`src/rtl/cc_tag_wctl.sv`:
```
// cc_tag_wctl: write-side controller for one set of ccTag ways.
// Option CC_TAGWCTL_AUTOINIT_EN: run the init sweep out of reset.
module cc_tag_wctl #(
  parameter int WAYS       = 4,
  parameter int EXPQ_DEPTH = 4,
  parameter int RETRY_MAX  = 15
) (
  input  logic               clk,
  input  logic               rst,
  input  logic               fill_valid,
  input  logic [36:0]        fill_paddr,
  output logic               fill_ready,
  input  logic               inv_valid,
  input  logic [36:0]        inv_paddr,
  output logic               inv_ready,
  input  logic               init_req,
  output logic [36:0]        tag_write_phys_addr,
  output logic               tag_write_wen,
  output logic               tag_invalidate,
  output logic               tag_init,
  input  logic [WAYS-1:0]    tag_write_hit,
  input  logic [WAYS-1:0]    tag_exp_en,
  input  logic [WAYS*37-1:0] tag_expun_addr,
  output logic               exp_valid,
  output logic [36:0]        exp_addr,
  input  logic               exp_ready,
  output logic               drop,
  output logic               multi_hit,
  output logic               init_done
);

  localparam int AW = 37;
  localparam int PW = $clog2(EXPQ_DEPTH);
  localparam int CW = PW + 1;
  localparam int RW = $clog2(RETRY_MAX + 1);
  localparam int IW = (WAYS > 1) ? $clog2(WAYS) : 1;

  typedef enum logic [1:0] {
    S_INIT,
    S_IDLE,
    S_ISSUE,
    S_WAIT
  } st_t;

`ifdef CC_TAGWCTL_AUTOINIT_EN
  localparam st_t  RST_ST   = S_INIT;
  localparam logic RST_INIT = 1'b1;
`else
  localparam st_t  RST_ST   = S_IDLE;
  localparam logic RST_INIT = 1'b0;
`endif

  st_t           st;
  logic          rdy_q;
  logic          inv_q;
  logic          pend;
  logic [5:0]    set_cnt;
  logic [RW-1:0] retry;

  logic [AW-1:0] mem [EXPQ_DEPTH];
  logic [PW-1:0] wp;
  logic [PW-1:0] rp;
  logic [CW-1:0] q_cnt;
  logic [CW-1:0] cnt_n;

  logic          hit_any;
  logic          found;
  logic [IW-1:0] low;
  logic          push;
  logic          pop;
  logic [AW-1:0] push_addr;
  logic          room_n;
  logic          pend_n;
  logic          inv_acc;
  logic          fill_acc;

  assign inv_ready  = rdy_q;
  assign fill_ready = rdy_q & ~inv_valid;
  assign inv_acc    = inv_valid & rdy_q;
  assign fill_acc   = fill_valid & fill_ready;

  assign exp_valid = (q_cnt != '0);
  assign exp_addr  = exp_valid ? mem[rp] : '0;

  assign hit_any   = |tag_write_hit;
  assign push      = (st == S_WAIT) & hit_any
                   & tag_exp_en[low];
  assign pop       = exp_valid & exp_ready;
  assign push_addr = tag_expun_addr[int'(low)*AW +: AW];
  assign cnt_n     = q_cnt + CW'(push) - CW'(pop);
  assign room_n    = (cnt_n < CW'(EXPQ_DEPTH));
  assign pend_n    = pend | init_req;

  // Lowest-numbered hitting way owns the expunge.
  always_comb begin
    low   = '0;
    found = 1'b0;
    for (int i = 0; i < WAYS; i++) begin
      if (!found && tag_write_hit[i]) begin
        low   = IW'(i);
        found = 1'b1;
      end
    end
  end

  // Expunge queue storage.
  always_ff @(negedge clk) begin
    if (push) mem[wp] <= push_addr;
  end

  // Expunge queue pointers and occupancy.
  always_ff @(negedge clk or posedge rst) begin
    if (rst) begin
      wp    <= '0;
      rp    <= '0;
      q_cnt <= '0;
    end else begin
      if (push) wp <= wp + 1'b1;
      if (pop)  rp <= rp + 1'b1;
      q_cnt <= cnt_n;
    end
  end

  // Request / retry / init sequencer.
  always_ff @(negedge clk or posedge rst) begin
    if (rst) begin
      st                  <= RST_ST;
      tag_init            <= RST_INIT;
      init_done           <= ~RST_INIT;
      rdy_q               <= 1'b0;
      tag_write_wen       <= 1'b0;
      tag_invalidate      <= 1'b0;
      tag_write_phys_addr <= '0;
      drop                <= 1'b0;
      multi_hit           <= 1'b0;
      inv_q               <= 1'b0;
      pend                <= 1'b0;
      set_cnt             <= '0;
      retry               <= '0;
    end else begin
      tag_write_wen  <= 1'b0;
      tag_invalidate <= 1'b0;
      drop           <= 1'b0;
      if (init_req && st != S_IDLE)
        pend <= 1'b1;
      if (st == S_WAIT &&
          $countones(tag_write_hit) > 1)
        multi_hit <= 1'b1;
      unique case (st)
        S_INIT: begin
          if (set_cnt == 6'd63) begin
            st        <= S_IDLE;
            tag_init  <= 1'b0;
            init_done <= 1'b1;
            rdy_q     <= room_n & ~pend_n;
          end else begin
            set_cnt <= set_cnt + 6'd1;
            tag_write_phys_addr <=
              {31'b0, set_cnt + 6'd1};
          end
        end
        S_IDLE: begin
          if (inv_acc || fill_acc) begin
            st             <= S_ISSUE;
            rdy_q          <= 1'b0;
            tag_write_wen  <= 1'b1;
            tag_invalidate <= inv_acc;
            inv_q          <= inv_acc;
            retry          <= '0;
            tag_write_phys_addr <=
              inv_acc ? inv_paddr : fill_paddr;
            if (init_req) pend <= 1'b1;
          end else if (pend_n) begin
            st                  <= S_INIT;
            rdy_q               <= 1'b0;
            tag_init            <= 1'b1;
            init_done           <= 1'b0;
            set_cnt             <= '0;
            tag_write_phys_addr <= '0;
            pend                <= 1'b0;
          end else begin
            rdy_q <= init_done & room_n;
          end
        end
        S_ISSUE: begin
          st    <= S_WAIT;
          rdy_q <= 1'b0;
        end
        S_WAIT: begin
          if (hit_any) begin
            st    <= S_IDLE;
            rdy_q <= init_done & room_n & ~pend_n;
          end else if (retry < RW'(RETRY_MAX)) begin
            st             <= S_ISSUE;
            retry          <= retry + 1'b1;
            tag_write_wen  <= 1'b1;
            tag_invalidate <= inv_q;
          end else begin
            st    <= S_IDLE;
            drop  <= 1'b1;
            rdy_q <= init_done & room_n & ~pend_n;
          end
        end
      endcase
    end
  end

endmodule

```
`config.mk`:
```
export PLATFORM = sky130hd
export DESIGN_NAME = cc_tag_wctl
export DESIGN_NICKNAME = d
export VERILOG_FILES = /design/src/rtl/cc_tag_wctl.sv
export SDC_FILE = /design/constraint.sdc
export NUM_CORES = 1
export LEC_CHECK = 0
export CELL_PAD_IN_SITES_DETAIL_PLACEMENT = 0
export CELL_PAD_IN_SITES_GLOBAL_PLACEMENT = 1
export CORE_ASPECT_RATIO = 1.1
export CORE_MARGIN = 2
export CORE_UTILIZATION = 40
export DETAILED_ROUTE_END_ITERATION = 7
export GPL_ROUTABILITY_DRIVEN = 0
export PLACE_DENSITY_LB_ADDON = 0.1
export SLEW_MARGIN = 20
export SYNTH_ARGS = -nofsm -noshare
export SYNTH_HDL_FRONTEND = slang
export SYNTH_SLANG_ARGS = --single-unit
```
`constraint.sdc`:
```
create_clock -name clk -period 7 [get_ports clk]
set_clock_uncertainty 0.2 [all_clocks]
set_input_delay 1.05 -clock clk [delete_from_list [all_inputs] [get_ports clk]]
set_output_delay 1.05 -clock clk [all_outputs]
set_load 0.05 [all_outputs]
```
==> flow_summary.toml, run 1 <==
[placed_design]
postPlaceCellArea_sq_um = 14700
dp_hpwl_microns = 20600
port_buffers = 318
dp_cells = 1482

[logic_synthesis]
synth_cell_types = 56
synth_common_cells = "nand2_1, edfxtp_1, and2_1"
yosys-top-cells-area = "edfxtp_1, dfrtn_1, mux4_2"
synthesis.area_sq_um = 10600
yosysTopAreaCell = "edfxtp_1"
syn_nets = 1067
synth-edff-count = 148
synth.ff_latch_count = 213
ys_seq_area_share_pct = 57.3
yosysWarnings = 0
synth.most_common_cell = "nand2_1"
yosysTopAreaCellShare_pct = 41.9
syn_area_per_cell_sq_um = 13.0
synthCells = 814
yosys_most_used_dff = "edfxtp_1"
async_reset_ff_share_pct = 30.5

[setup_path]
rr_startpoint = "st[0]"
r2r_end = "inv_ready"
start_kind = "register"
endpoint_kind = "primary output"
reg2reg_slack_ns = 3.90
cpLargestDelayFamily = "multiplexers"
path_buf_inv = 3
cp_slowest_cell = "mux4_2"
crit_chain = "buf_4 -> buf_12 -> mux4_2 -> and2_1 -> buf_4"
critPathRequiredTime_ns = 5.75
cp.arrival_ns = 5.67
critical-path-max-stage-delay_ns = 0.52
reg2reg_depth = 11
crit_type = "register to primary output"
cp_max_fo = 19
path_common_cell = "buf_4"

[grt]
gr-total-overflow = 0
grt_pass1_vias = 8901
antenna_found_initial = 1
grt_pass1_wl_microns = 47100
grt_max_degree = 48
grtUsageTotal_pct = 21.4

[layout]
layout.cells.non_filler = 1675
fin_area_sq_um = 16100
drive_above_1_share_pct = 18.4
area_delta_synth_final_pct = 51.8
final_nets = 1560
n_fill_cell = 2125
fin_util_pct = 61.7
n_antenna_cell = 0

[detailed_routing]
drt_iter0_drc = 534
first_pass_iters = 4
ant_nets = 0
drcViolationCount = 0
wl_met1_microns = 12100
drt_wl_total_microns = 30000
met2WireLength_microns = 15000
wl_per_cell_microns = 17.9
top_layer_used = "met5"
met3_wirelength_microns = 2530
routed_via_density = 4.97
num_vias = 8324

[floorplanning]
num_rows = 62
die_h_microns = 175
fp.coreArea_sq_um = 26100
start_util_pct = 40.7
fp.dieW_microns = 159
dieArea_sq_um = 27800
ios = 319

[timing]
setup_viol = 0
max_slew.worst_pin.slew_ns = 0.797
hold_viol = 0
fin_setup_tns_ns = 0
rsz0062_at_grt = "false"
maxSlewHeadroom_pct = 46.9
maxSlewViolCount = 0

[hold_path]
whs_path_depth = 1
worstHoldStart = "multi_hit"
min_to = "multi_hit"
hold_class = "register to register"

[clock_tree]
clk_latency_ns = 0.57
root_buffer = "clkbuf_16"
hold_buffers = 0
htreeDepth = 1
cts_tree = "done"
clock_sinks = 213
path_clk_slew_ns = 0.05
clockBufferDepth = 3
cts_inserted_buffers = 23

[status]
status = "completed"

[run]
max_cap_violations = 0

[pwr]
leakage_nw = 6.72
total_power_mw = 5.93
cellPowerDensity_nw_per_um2 = 369
ir_drop_v = 0.000267
==> registers in the layout (all words and copies together), names as in the netlist <==
| name | cells |
|---|---|
| mem | 148 |
| tag_write_phys_addr | 37 |
| inv_ready | 1 |
| tag_invalidate | 1 |
| retry | 4 |
| pend | 1 |
| rp | 2 |
| tag_write_wen | 1 |
| multi_hit | 1 |
| tag_init | 1 |
| drop | 1 |
| wp | 2 |
| st | 2 |
| q_cnt | 3 |
| init_done | 1 |
| inv_q | 1 |
| set_cnt | 6 |
==> stage by stage <==
step / hold slack [ns] / setup WS [ns]
final: 0.205 / 0.0778
after global routing: 0.240 / 0.0113
after CTS: 0.215 / 0.0182
after detailed placement: 0.215 / -0.637
after global placement: 0.212 / -0.604
after floorplan: 0.236 / -0.00370
==> worst max-delay path by stage <==
stage,from,slack [ns],end,depth (start not counted)
after floorplan,tag_write_hit[1],-0.004,inv_ready,14
after global placement,tag_write_hit[0],-0.60,inv_ready,14
after detailed placement,tag_write_hit[1],-0.64,inv_ready,13
after CTS,rp[0],0.02,exp_addr[28],4
after global routing,rp[0],0.01,exp_addr[28],5
final,rp[0],0.08,exp_addr[28],5
==> layout make-up <==
type	count	area [sq um]	area share [%]
sequential	213	6070	37.7
multi-input combinational	527	4180	26.0
timing repair buffer	377	3990	24.8
clock inverter	168	782	4.86
clock buffer	23	576	3.58
tap	352	440	2.74
inverter	15	58.8	0.365
==> layout by cell type, fill, tap and decap left out, types with 7 or more instances in the layout <==
| cell | n |
|---|---|
| a211oi_1 | 38 |
| a21oi_1 | 37 |
| a31oi_1 | 39 |
| and2_1 | 76 |
| buf_12 | 35 |
| buf_4 | 61 |
| clkbuf_16 | 24 |
| clkdlybuf4s50_1 | 277 |
| dfrtn_1 | 63 |
| edfxtp_1 | 148 |
| ha_1 | 12 |
| inv_1 | 160 |
| mux2_2 | 9 |
| mux2_4 | 32 |
| mux2i_1 | 7 |
| mux4_2 | 37 |
| nand2_1 | 149 |
| nand3_1 | 7 |
| o21ai_0 | 7 |
==> where the power goes <==
| part | leakage, nW | internal, mW | total [mW] | switching (mW) |
|---|---|---|---|---|
| logic | 3.35 | 1.22 | 2.75 | 1.53 |
| registers | 2.19 | 1.49 | 1.56 | 0.0704 |
| clock network | 1.18 | 0.875 | 1.61 | 0.740 |
==> routing by layer <==
metal  up-vias  global-route usage [%]
met2       285                    36.7
met1      4013                    25.5
met4         2                    5.72
met5         -                       0
met3        32                    7.93
li1       3992                       -
==> timing repair <==
action                                  4_1_cts  5_1_grt
pin swaps                                     1        4
buffers inserted                              0        2
gates cloned                                  0        1
endpoints found under the setup margin        1        4
gates resized for setup                       2        1
==> cell families (layout without fill, tap and decap cells) <==
kind of cell	Yosys count	after routing	synth area share [%]
buffers and inverters	74	583	4.02
flip-flops	213	213	57.3
AO/OA/AOI/OAI	154	154	9.87
adder cells (fa/ha/maj)	17	17	2.15
multiplexers	87	87	14.2
XOR/XNOR	8	8	0.661
AND/OR/NAND/NOR	261	261	11.9
(Power assumes the default switching activity.)
==> inputs of run 2 (changes only) <==
--- a/config.mk
+++ b/config.mk
@@ -12,7 +12,7 @@
 export CORE_UTILIZATION = 40
 export DETAILED_ROUTE_END_ITERATION = 7
 export GPL_ROUTABILITY_DRIVEN = 0
-export PLACE_DENSITY_LB_ADDON = 0.1
+export PLACE_DENSITY = 0.88
 export SLEW_MARGIN = 20
 export SYNTH_ARGS = -nofsm -noshare
 export SYNTH_HDL_FRONTEND = slang
==> flow_summary.toml, run 2 (synthesis gave the netlist of run 1 again) <==
[pwr]
ir_drop_v = 0.000240
total_power_mw = 6.07
cellPowerDensity_nw_per_um2 = 372
leakage_nw = 6.82

[detailed_routing]
first_pass_iters = 5
num_vias = 8402
drt_wl_total_microns = 30200
ant_nets = 0
drcViolationCount = 0
drt_iter0_drc = 427
routed_via_density = 5.00
wl_per_cell_microns = 18.0

[clock_tree]
root_buffer = "clkbuf_16"
path_clk_slew_ns = 0.05
clock_sinks = 213
clk_latency_ns = 0.57
cts_inserted_buffers = 24
htreeDepth = 1
cts_tree = "done"
clockBufferDepth = 3

[grt]
grtUsageTotal_pct = 21.1
antenna_found_initial = 3
gr-total-overflow = 0
grt_pass1_vias = 8996
grt_max_degree = 40
grt_pass1_wl_microns = 46700

[timing]
maxSlewViolCount = 0
rsz0062_at_grt = "false"
maxSlewHeadroom_pct = 48.3
fin_setup_tns_ns = 0
setup_viol = 0
hold_viol = 0
max_slew.worst_pin.slew_ns = 0.775
worst_slack_ns = 0.0712

[run]
max_cap_violations = 0

[status]
status = "completed"

[setup_path]
crit_type = "register to primary output"
cp_max_fo = 10
endpoint_kind = "primary output"
cp.arrival_ns = 5.68
reg2reg_depth = 11
start_kind = "register"
critPathRequiredTime_ns = 5.75

[placed_design]
port_buffers = 318
dp_cells = 1484
postPlaceCellArea_sq_um = 14900
dp_hpwl_microns = 20600
post-place-ws_ns = -0.624

[layout]
final_cell_mix = "clkdlybuf4s50_1, inv_1, nand2_1, edfxtp_1, and2_1"
final_nets = 1563
drive_above_1_share_pct = 18.9
n_fill_cell = 2082
reg.largest.list = "mem (148), tag_write_phys_addr (37), set_cnt (6)"
area_delta_synth_final_pct = 53.9
fin_area_sq_um = 16300
layout.cells.non_filler = 1681
layout_commonest_cell = "clkdlybuf4s50_1"
largest-register = "mem"
largest_register_ffs = 148

[floorplanning]
start_util_pct = 40.7
ios = 319
dieArea_sq_um = 27800
fp.coreArea_sq_um = 26100
fp.dieW_microns = 159
num_rows = 62
die_h_microns = 175

[hold_path]
hold_class = "register to register"
whs_path_depth = 1
[run 2: cell type report]
class / instances / area [sq um] / area share [%]
diodes: 1 / 2.50 / 0.0153
clock buffers: 26 / 651 / 3.99
clock inverters: 168 / 689 / 4.22
inverters: 15 / 58.8 / 0.360
multi-input cells: 527 / 4190 / 25.7
flip-flops and latches: 213 / 6070 / 37.2
well taps: 352 / 440 / 2.70
repair buffers: 379 / 4220 / 25.8
[run 2: worst paths after layout]
| check | from | endpoint | slack (ns) |
|---|---|---|---|
| max | rp[0] | exp_addr[15] | 0.07 |
| min | multi_hit | multi_hit | 0.21 |
| max reg2reg | q_cnt[1] | inv_ready | 3.78 |
| min reg2reg | multi_hit | multi_hit | 0.21 |
| max in group asynchronous | rst | init_done | 1.91 |
| min in group asynchronous | rst | tag_write_phys_addr[19] | 4.04 |
[run 2: power by group]
part / switching, mW / internal [mW]
registers: 0.0687 / 1.49
clock network: 0.751 / 0.801
logic: 1.58 / 1.38
[run 2: repair_timing]
item	4_1_cts	5_1_grt
resized for setup	7	5
gates cloned	0	2
setup endpoints to repair	5	37
hold buffers	0	0
pin swaps	1	2
buffers inserted	0	1
[run 2: metrics by stage]
step / hold WS (ns) / utilization, %
floorplan: 0.236 / -
global placement: 0.201 / 57.2
detailed placement: 0.208 / 57.2
CTS: 0.212 / 62.4
global route: 0.240 / 62.6
finish: 0.209 / 62.6
[run 2: per-layer routing]
layer	up-vias	track usage (%)	part of all wire (%)
li1	4007	-	-
met4	4	9.96	3.7
met3	68	6.53	5.9
met1	4054	24.1	39
met5	-	0	0.086
met2	269	36.2	51
[run 2: worst max-delay path: stages (launching register included)]
cell	delay, ns
dfrtn_1	0.44
buf_12	0.13
buf_6	0.20
mux4_2	0.52
and2_1	0.21
buf_12	0.16
